File: src/rtl/memory_arbiter.sv
// ============================================================================
// Module   : memory_arbiter
// Brief    : Single-port RAM arbiter between instruction fetch and data access.
// Revision : 1.0 - initial release
// ============================================================================
`default_nettype none

module memory_arbiter #(
    parameter int MAX_DSTREAK = 4,
    parameter int CNT_W       = 3
) (
    input  logic        CLK,
    input  logic        nRST,
    input  logic        iREN,
    input  logic [31:0] iaddr,
    output logic        iwait,
    output logic [31:0] iload,
    input  logic        dREN,
    input  logic        dWEN,
    input  logic [31:0] daddr,
    input  logic [31:0] dstore,
    output logic        dwait,
    output logic [31:0] dload,
    output logic        ramREN,
    output logic        ramWEN,
    output logic [31:0] ramaddr,
    output logic [31:0] ramstore,
    input  logic [31:0] ramload,
    input  logic [1:0]  ramstate,
    output logic        memerr
);

    typedef enum logic [1:0] {
        ST_IDLE  = 2'd0,
        ST_DATA  = 2'd1,
        ST_INSTR = 2'd2
    } state_t;

    localparam logic [1:0]       c_RAM_ACCESS = 2'b10;
    localparam logic [1:0]       c_RAM_ERROR  = 2'b11;
    localparam logic [CNT_W-1:0] c_MAX_STREAK = CNT_W'(MAX_DSTREAK);

    state_t           r_state;
    logic [CNT_W-1:0] r_streak;
    logic             r_memerr;

    logic w_dreq;
    logic w_access;
    logic w_error;
    logic w_starve;

    assign w_dreq   = dREN | dWEN;
    assign w_access = (ramstate == c_RAM_ACCESS);
    assign w_error  = (ramstate == c_RAM_ERROR);
    // Fetch has waited through a full data streak and must win this round.
    assign w_starve = iREN & (r_streak == c_MAX_STREAK);

    always_ff @(posedge CLK or negedge nRST) begin
        if (!nRST) begin
            r_state  <= ST_IDLE;
            r_streak <= '0;
            r_memerr <= 1'b0;
        end else begin
            r_memerr <= 1'b0;
            case (r_state)
                ST_IDLE: begin
                    if (!iREN)
                        r_streak <= '0;
                    if (w_dreq && !w_starve)
                        r_state <= ST_DATA;
                    else if (iREN)
                        r_state <= ST_INSTR;
                end
                ST_DATA: begin
                    if (!w_dreq) begin
                        r_state <= ST_IDLE;
                    end else if (w_access) begin
                        r_state <= ST_IDLE;
                        if (iREN && (r_streak != c_MAX_STREAK))
                            r_streak <= r_streak + 1'b1;
                    end else if (w_error) begin
                        r_state  <= ST_IDLE;
                        r_memerr <= 1'b1;
                    end
                end
                ST_INSTR: begin
                    if (!iREN) begin
                        r_state <= ST_IDLE;
                    end else if (w_access) begin
                        r_state  <= ST_IDLE;
                        r_streak <= '0;
                    end else if (w_error) begin
                        r_state  <= ST_IDLE;
                        r_memerr <= 1'b1;
                    end
                end
                default: r_state <= ST_IDLE;
            endcase
        end
    end

    assign memerr = r_memerr;

    // RAM-side and requester-side views follow the registered grant; a
    // withdrawn request drops its strobe and never reports completion.
    always_comb begin
        ramREN   = 1'b0;
        ramWEN   = 1'b0;
        ramaddr  = '0;
        ramstore = '0;
        iwait    = 1'b1;
        iload    = '0;
        dwait    = 1'b1;
        dload    = '0;
        case (r_state)
            ST_DATA: begin
                ramaddr  = daddr;
                ramstore = dstore;
                ramWEN   = dWEN;
                ramREN   = dREN & ~dWEN;
                if (w_dreq && w_access) begin
                    dwait = 1'b0;
                    dload = ramload;
                end
            end
            ST_INSTR: begin
                ramaddr = iaddr;
                ramREN  = iREN;
                if (iREN && w_access) begin
                    iwait = 1'b0;
                    iload = ramload;
                end
            end
            default: ;
        endcase
    end

endmodule

`default_nettype wire

File: config.mk
export PLATFORM = sky130hd
export DESIGN_NAME = memory_arbiter
export DESIGN_NICKNAME = d
export VERILOG_FILES = /design/src/rtl/memory_arbiter.sv
export SDC_FILE = /design/constraint.sdc
export NUM_CORES = 1
export LEC_CHECK = 0
export CELL_PAD_IN_SITES_DETAIL_PLACEMENT = 1
export CELL_PAD_IN_SITES_GLOBAL_PLACEMENT = 1
export CORE_MARGIN = 1.5
export CORE_UTILIZATION = 14
export DETAILED_ROUTE_END_ITERATION = 6
export GPL_ROUTABILITY_DRIVEN = 0
export GPL_TIMING_DRIVEN = 0
export HOLD_SLACK_MARGIN = 0.06
export PLACE_DENSITY_LB_ADDON = 0.3
export SYNTH_ARGS = -nofsm -noshare
export SYNTH_HDL_FRONTEND = slang
export SYNTH_SLANG_ARGS = --single-unit
File: constraint.sdc
create_clock -name CLK -period 3 [get_ports CLK]
set_input_delay 0.3 -clock CLK [delete_from_list [all_inputs] [get_ports CLK]]
set_output_delay 0.3 -clock CLK [all_outputs]
set_load 0.05 [all_outputs]
==> results of run 1 <==
## sequential cells by signal (all words and copies together), names as in the netlist
name      cells
memerr        1
r_state       2
r_streak      3
## cells by family after synthesis
kind of cell,Yosys count
AND/OR/NAND/NOR,149
AO/OA/AOI/OAI,47
buffers and inverters,27
adder cells (fa/ha/maj),6
flip-flops,6
multiplexers,2
## report_power, final
group	total, W	leakage (nW)	switching [W]	internal [W]
Sequential	0.000127	0.0797	0.0000207	0.000106
Combinational	0.00278	2.44	0.00176	0.00102
Clock	0.000220	0.0370	0.0000486	0.000171
Total	0.00313	2.55	0.00183	0.00130
## stage by stage
| step | hold slack (ns) | power [W] | setup TNS, ns | cells | util, % |
|---|---|---|---|---|---|
| 2_1_floorplan | 0.00441 | 0.00196 | 0 | 237 | - |
| 3_3_place_gp | 0.488 | 0.00292 | -0.0490 | 647 | 39.4 |
| 3_5_place_dp | 0.508 | 0.00296 | -0.384 | 647 | 39.4 |
| 4_1_cts | 0.343 | 0.00318 | 0 | 650 | 39.6 |
| 5_1_grt | 0.367 | 0.00331 | 0 | 650 | 40.6 |
| 6_report | 0.338 | 0.00313 | 0 | 650 | 40.6 |
## final cells by class
type / count / area (um2)
flip-flops and latches: 6 / 150
repair buffers: 267 / 2730
plain buffers: 21 / 91.3
fillers: 1349 / 6780
inverters: 6 / 22.5
well taps: 143 / 179
clock buffers: 3 / 75.1
multi-input cells: 204 / 1390
## worst min path at each step
stage | start | endpoint | slack, ns | cells past startpoint
final | nRST | r_streak[2] | 0.34 | 1
after global routing | nRST | r_streak[2] | 0.37 | 1
after CTS | nRST | r_streak[2] | 0.34 | 1
after detailed placement | r_streak[2] | r_streak[2] | 0.51 | 1
after global placement | r_streak[2] | r_streak[2] | 0.49 | 1
after floorplan | nRST | memerr | 0.004 | 0
## synth_stat cells (all sizes together)
cell	count	area share, %
nand3	1	0.30
clkbuf	18	4.1
nor2b	32	12
a22oi	32	15
and2	100	38
nand3b	1	0.46
o21a	1	0.46
inv	6	1.4
a21o	1	0.46
a2111oi	1	1.7
nand2	6	1.5
ha	6	4.6
a32o	1	0.61
a22o	1	0.53
o21ai	7	2.4
mux2i	2	1.2
buf	3	1.1
o2111a	1	0.68
nand2b	2	1.2
a211oi	1	0.46
dfrtp	6	9.1
or2	1	0.38
a21oi	1	0.30
nor2	5	1.6
nor3b	1	0.46
## metal layers
| layer | routed length [um] | GRT usage [%] | part of all wire (%) | vias to the layer above |
|---|---|---|---|---|
| li1 | - | - | - | 1325 |
| met2 | 5450 | 31.0 | 54 | 127 |
| met5 | 0 | 0 | 0 | - |
| met1 | 3660 | 16.0 | 36 | 1257 |
| met3 | 840 | 4.63 | 8.4 | 7 |
| met4 | 85 | 1.52 | 0.85 | 0 |
## worst max-delay path, stage by stage (launching register included)
cell and delay (ns):
dfrtp_1 0.41, inv_1 0.09, ha_1 0.14, buf_4 0.18, clkbuf_1 0.43, a22oi_1 0.15, nor2b_1 0.14, clkdlybuf4s50_1 0.82
## repair_timing
action / in CTS / in global routing
endpoints found under the hold margin: 0 / 0
hold buffers: 0 / 0
gates resized for setup: 57 / 59
endpoints found under the setup margin: 58 / 85
==> run metrics, run 1 <==
Setup Skew 0.00453 ns; Synth Area in XOR/XNOR 0%; arrival time at the worst endpoint 2.58 ns; Synthesized Nets 378; Synth Register Bits 6; vias in the first global route 2932; # DRC 0; Sink Count 6; CP Launch Type flop; clk buf depth 2; CTS Root Cell clkbuf_16; Post-Syn Area 1640 um2; Critical Path End ramaddr[17]; Setup WS post-layout 0.116 ns; Max Fanout on Critical Path 10; r2r worst-path depth 6; I/O Pins 268; RSZ-0062 raised after global routing no; largest net degree at the start of global routing 11; max-cap violations 0; All-Layer GR Usage 15.4%; Setup crit end kind output pin; reg2reg end r_streak[2]; initial antenna violation count 0; die width 111 um; WL per Instance 15.4 um; Iter 0 DRT Violations 42; Die Y 111 um; first-pass GRT wire length 15500 um; fin crit period 2.88 ns; Achievable Freq 0.347 GHz; Core Footprint 11400 um2; Initial Util 14.4%; fin. max-slew vios 0; Worst Setup SP r_state[1]; DP Wirelength 8730 um; placed cell area 4500 um2; maximum VDD drop 380 uV; P&R area growth vs syn 182%; ANT nets after route 0; mux cell area share after synthesis 1.22%; Power Dens Cells 675 nW/um2; Final nets 650; Final Hold Fails 0; Reg2Reg Launch Point r_state[0]; YS warnings 0; Setup WS pre-CTS -0.0598 ns; Compound-Gate Fraction of Synth Area 22.1%; commonest non-fill, non-tap cell in the layout clkdlybuf4s50_1; leakage 2.55 nW; Distinct cells, synth 32; vias after detailed routing 2716; GRT Residual Overflow 0; CTS HTree Levels 1; Post-Route WL 10000 um; post-route design area 4640 um2; Cell Rows 39; layout cells sized above 1 3.94%; Slew @ Worst Pin 0.565 ns; ANT cells 0; register clock-pin slew on the reported worst setup and hold paths 0.04 ns; Syn Area/Cell 6.94 um2; final count of negative-setup-slack endpoints 0; kind of critical path flop to output pin; via/cell ratio 4.18; simple logic cell fraction of the synthesized area 56.3%; CTS tree built; Req. time, crit path 2.70 ns; sequential share of the synthesized area 9.13%; Die ar. 12400 um2; DRT Pass-1 Iters 4; largest family of logic cells by synthesized area simple AND/OR/NAND/NOR gates; Port Buffers 267; crit share post-route 96.1%; Adder-Cell Fraction of Synth Area 4.57%; Worst-Skew Late Latency 0.23 ns; commonest cells after routing, fill and taps aside 179 x clkdlybuf4s50_1, 99 x and2_1, 41 x dlymetal6s2s_1, 32 x a22oi_1, 32 x nor2b_1; worst hold path class primary input to async pin; Slew headroom 62.2%; # Post-CTS Setup Buffers 0; clock buffer count from CTS 3; R2R Setup Slk 1.22 ns; Post-Synthesis Cells 237; outcome finished, final reports clean
Note: power is estimated with default switching activity, not from simulation.
==> run 2, diff against run 1 <==
--- a/config.mk
+++ b/config.mk
@@ -13,7 +13,7 @@
 export GPL_ROUTABILITY_DRIVEN = 0
 export GPL_TIMING_DRIVEN = 0
 export HOLD_SLACK_MARGIN = 0.06
-export PLACE_DENSITY_LB_ADDON = 0.3
+export PLACE_DENSITY = 0.88
 export SYNTH_ARGS = -nofsm -noshare
 export SYNTH_HDL_FRONTEND = slang
 export SYNTH_SLANG_ARGS = --single-unit
==> run 2 against run 1 <==
  * Wire length is 1.8% higher
  * Fmax is 0.77% higher
  * Core utilization is 1.2 points lower
  * Sequential power hardly changed
  * Critical path depth is 2 lower
  * Non-clock buffer count stayed put
  * Setup slack better by 0.022 ns
  * Die area stayed put
  * Via count is 1.5% higher
  * Critical endpoint is now ramaddr[24]
==> run metrics, run 2 (same netlist as run 1, synthesis figures left out) <==
outcome finished, final reports clean; fin. max-slew vios 0 (unchanged); Final nets 650 (unchanged); Slew headroom 62.2% (-0.067 points); Initial Util 14.4% (unchanged); Post-Route WL 10200 um (+1.8%); Max Fanout on Critical Path 10 (unchanged); switching pwr 0.00185 W (+1.1%); die width 111 um (unchanged); CP max-delay cell clkdlybuf4s50_1; # DRC 0 (unchanged); CTS tree built; Die Y 111 um (unchanged); Core Footprint 11400 um2 (unchanged); first-pass GRT wire length 15600 um (+0.98%); WL per Instance 15.7 um (+1.8%); worst hold path class primary input to async pin; Cell Rows 39 (unchanged); Worst-Skew Late Latency 0.23 ns (about the same); placed insts 647 (unchanged); arrival time at the worst endpoint 2.56 ns (-0.02 ns); Final Hold Fails 0 (unchanged); layout cells sized above 1 6.90% (+3.0 points); CP max stage delay 0.82 ns (about the same); initial antenna violation count 0 (unchanged); post-route design area 4500 um2 (-2.9%); final cell count without fillers 650 (unchanged); via/cell ratio 4.24 (+1.5%); CP Cell Sequence inv_1 > ha_1 > clkbuf_1 > nor2b_1 > clkdlybuf4s50_1; Die ar. 12400 um2 (unchanged); RSZ-0062 raised after global routing no; crit share post-route 95.4% (-0.73 points); switching share of power 59.4% (+0.94 points); ANT cells 0 (unchanged); fin util 39.4% (-1.2 points); Reg power frac 4.1% (about the same); placed cell area 4500 um2 (unchanged); commonest non-fill, non-tap cell in the layout clkdlybuf4s50_1; final count of negative-setup-slack endpoints 0 (unchanged); CP Launch Type flop; final-layout fill cell count 1375 (+1.9%); leakage 2.40 nW (-5.8%); Slew @ Worst Pin 0.570 ns (+0.00504 ns); Achievable Freq 0.349 GHz (+0.77%); Sink Count 6 (unchanged); clock buffer count from CTS 3 (unchanged); Clock Power Share 7.2% (+0.2 points); All-Layer GR Usage 15.4% (+0.059 points); Power Dens Cells 692 nW/um2 (+2.5%); vias after detailed routing 2756 (+1.5%); clk buf depth 2 (unchanged); combinational share of power 88.8% (about the same); max reg flops 3 (unchanged); vias in the first global route 3003 (+2.4%); I/O Pins 268 (unchanged); P_int 0.00126 W (-2.7%); commonest cells after routing, fill and taps aside 170 x clkdlybuf4s50_1, 99 x and2_1, 42 x dlygate4sd2_1, 32 x a22oi_1, 32 x nor2b_1; GRT Residual Overflow 0 (unchanged); P&R area growth vs syn 174%; Reg with most FFs r_streak; DRT Pass-1 Iters 4 (unchanged); register clock-pin slew on the reported worst setup and hold paths 0.04 ns (about the same); Setup crit end kind output pin; # Post-CTS Setup Buffers 0 (unchanged); DP Wirelength 8980 um (+2.8%); largest net degree at the start of global routing 11 (unchanged); CTS HTree Levels 1 (unchanged); maximum VDD drop 437 uV (+15%); Port Buffers 267 (unchanged); Req. time, crit path 2.70 ns (about the same); max-cap violations 0 (unchanged); kind of critical path flop to output pin; Iter 0 DRT Violations 96 (+130%); CTS Root Cell clkbuf_16; fin crit period 2.86 ns (-0.0220 ns); Setup Skew 0.00248 ns (-0.00204 ns); ANT nets after route 0 (unchanged)
run 2: changes by cell type in the layout (fill, tap and decap cells not counted):
cell	before	now
buf_1	1	2
dlygate4sd2_1	28	42
clkdlybuf4s50_1	179	170
clkdlybuf4s15_1	17	7
dlymetal6s2s_1	41	29
clkbuf_2	6	21
clkbuf_1	14	15
run 2: power groups by stage:
stage	combinational [W]	clock, W	sequential, W
floorplan	0.00183	0	0.000130
global placement	0.00282	0	0.000125
detailed placement	0.00286	0	0.000128
CTS	0.00282	0.000228	0.000127
global route	0.00292	0.000231	0.000130
finish	0.00276	0.000223	0.000127
run 2: per-layer routing:
metal	wire length, um	vias up	track usage, %
met4	137	0	3.38
li1	-	1325	-
met2	5360	172	30.6
met1	3760	1251	16.1
met5	0	-	0
met3	961	8	4.03
run 2: repair_timing:
| action | 4_1_cts | 5_1_grt |
|---|---|---|
| hold buffers | 0 | 0 |
| gates resized for setup | 70 | 77 |
| endpoints found under the setup margin | 76 | 54 |
run 2: stage by stage:
stage	hold WS [ns]	setup WS (ns)	total power [W]	setup TNS [ns]
floorplan	0.00441	0.838	0.00196	0
detailed placement	0.519	-0.0760	0.00299	-0.763
CTS	0.320	0.0000886	0.00317	0
finish	0.318	0.138	0.00311	0
global placement	0.487	-0.0861	0.00294	-1.05
global route	0.332	0.000909	0.00328	0
run 2: worst max-delay path: cells and delay by family, from the launching register on:
kind / cells / cell delay (ns)
and+or+nand+nor: 1 / 0.21
DFF: 1 / 0.39
adders and majority gates: 1 / 0.42
buffers and inverters: 3 / 1.30
run 2: area by class of cell:
cell class | instances | area [um2] | share of cell area (%)
clock buffer | 3 | 75.1 | 1.67
inverter | 6 | 22.5 | 0.500
buffer | 21 | 88.8 | 1.97
sequential | 6 | 150 | 3.34
multi-input combinational | 204 | 1390 | 30.8
tap | 143 | 179 | 3.98
timing repair buffer | 267 | 2600 | 57.7
run 2: final timing paths:
path / start / to / slack, ns / cells after the start
max: r_state[0] / ramaddr[24] / 0.14 / 5
min: nRST / r_streak[1] / 0.32 / 1
max reg2reg: r_state[0] / r_streak[2] / 1.21 / 9
min reg2reg: r_streak[2] / r_streak[2] / 0.52 / 1
max in group asynchronous: nRST / r_streak[2] / 2.45 / 1
min in group CLK: r_streak[2] / r_streak[2] / 0.52 / 1
==> run 3, diff against run 2 <==
--- a/config.mk
+++ b/config.mk
@@ -14,6 +14,7 @@
 export GPL_TIMING_DRIVEN = 0
 export HOLD_SLACK_MARGIN = 0.06
 export PLACE_DENSITY = 0.88
+export SLEW_MARGIN = 20
 export SYNTH_ARGS = -nofsm -noshare
 export SYNTH_HDL_FRONTEND = slang
 export SYNTH_SLANG_ARGS = --single-unit
==> results of run 3 <==
No change in the layout: final DEF, timing and power equal those of run 2.
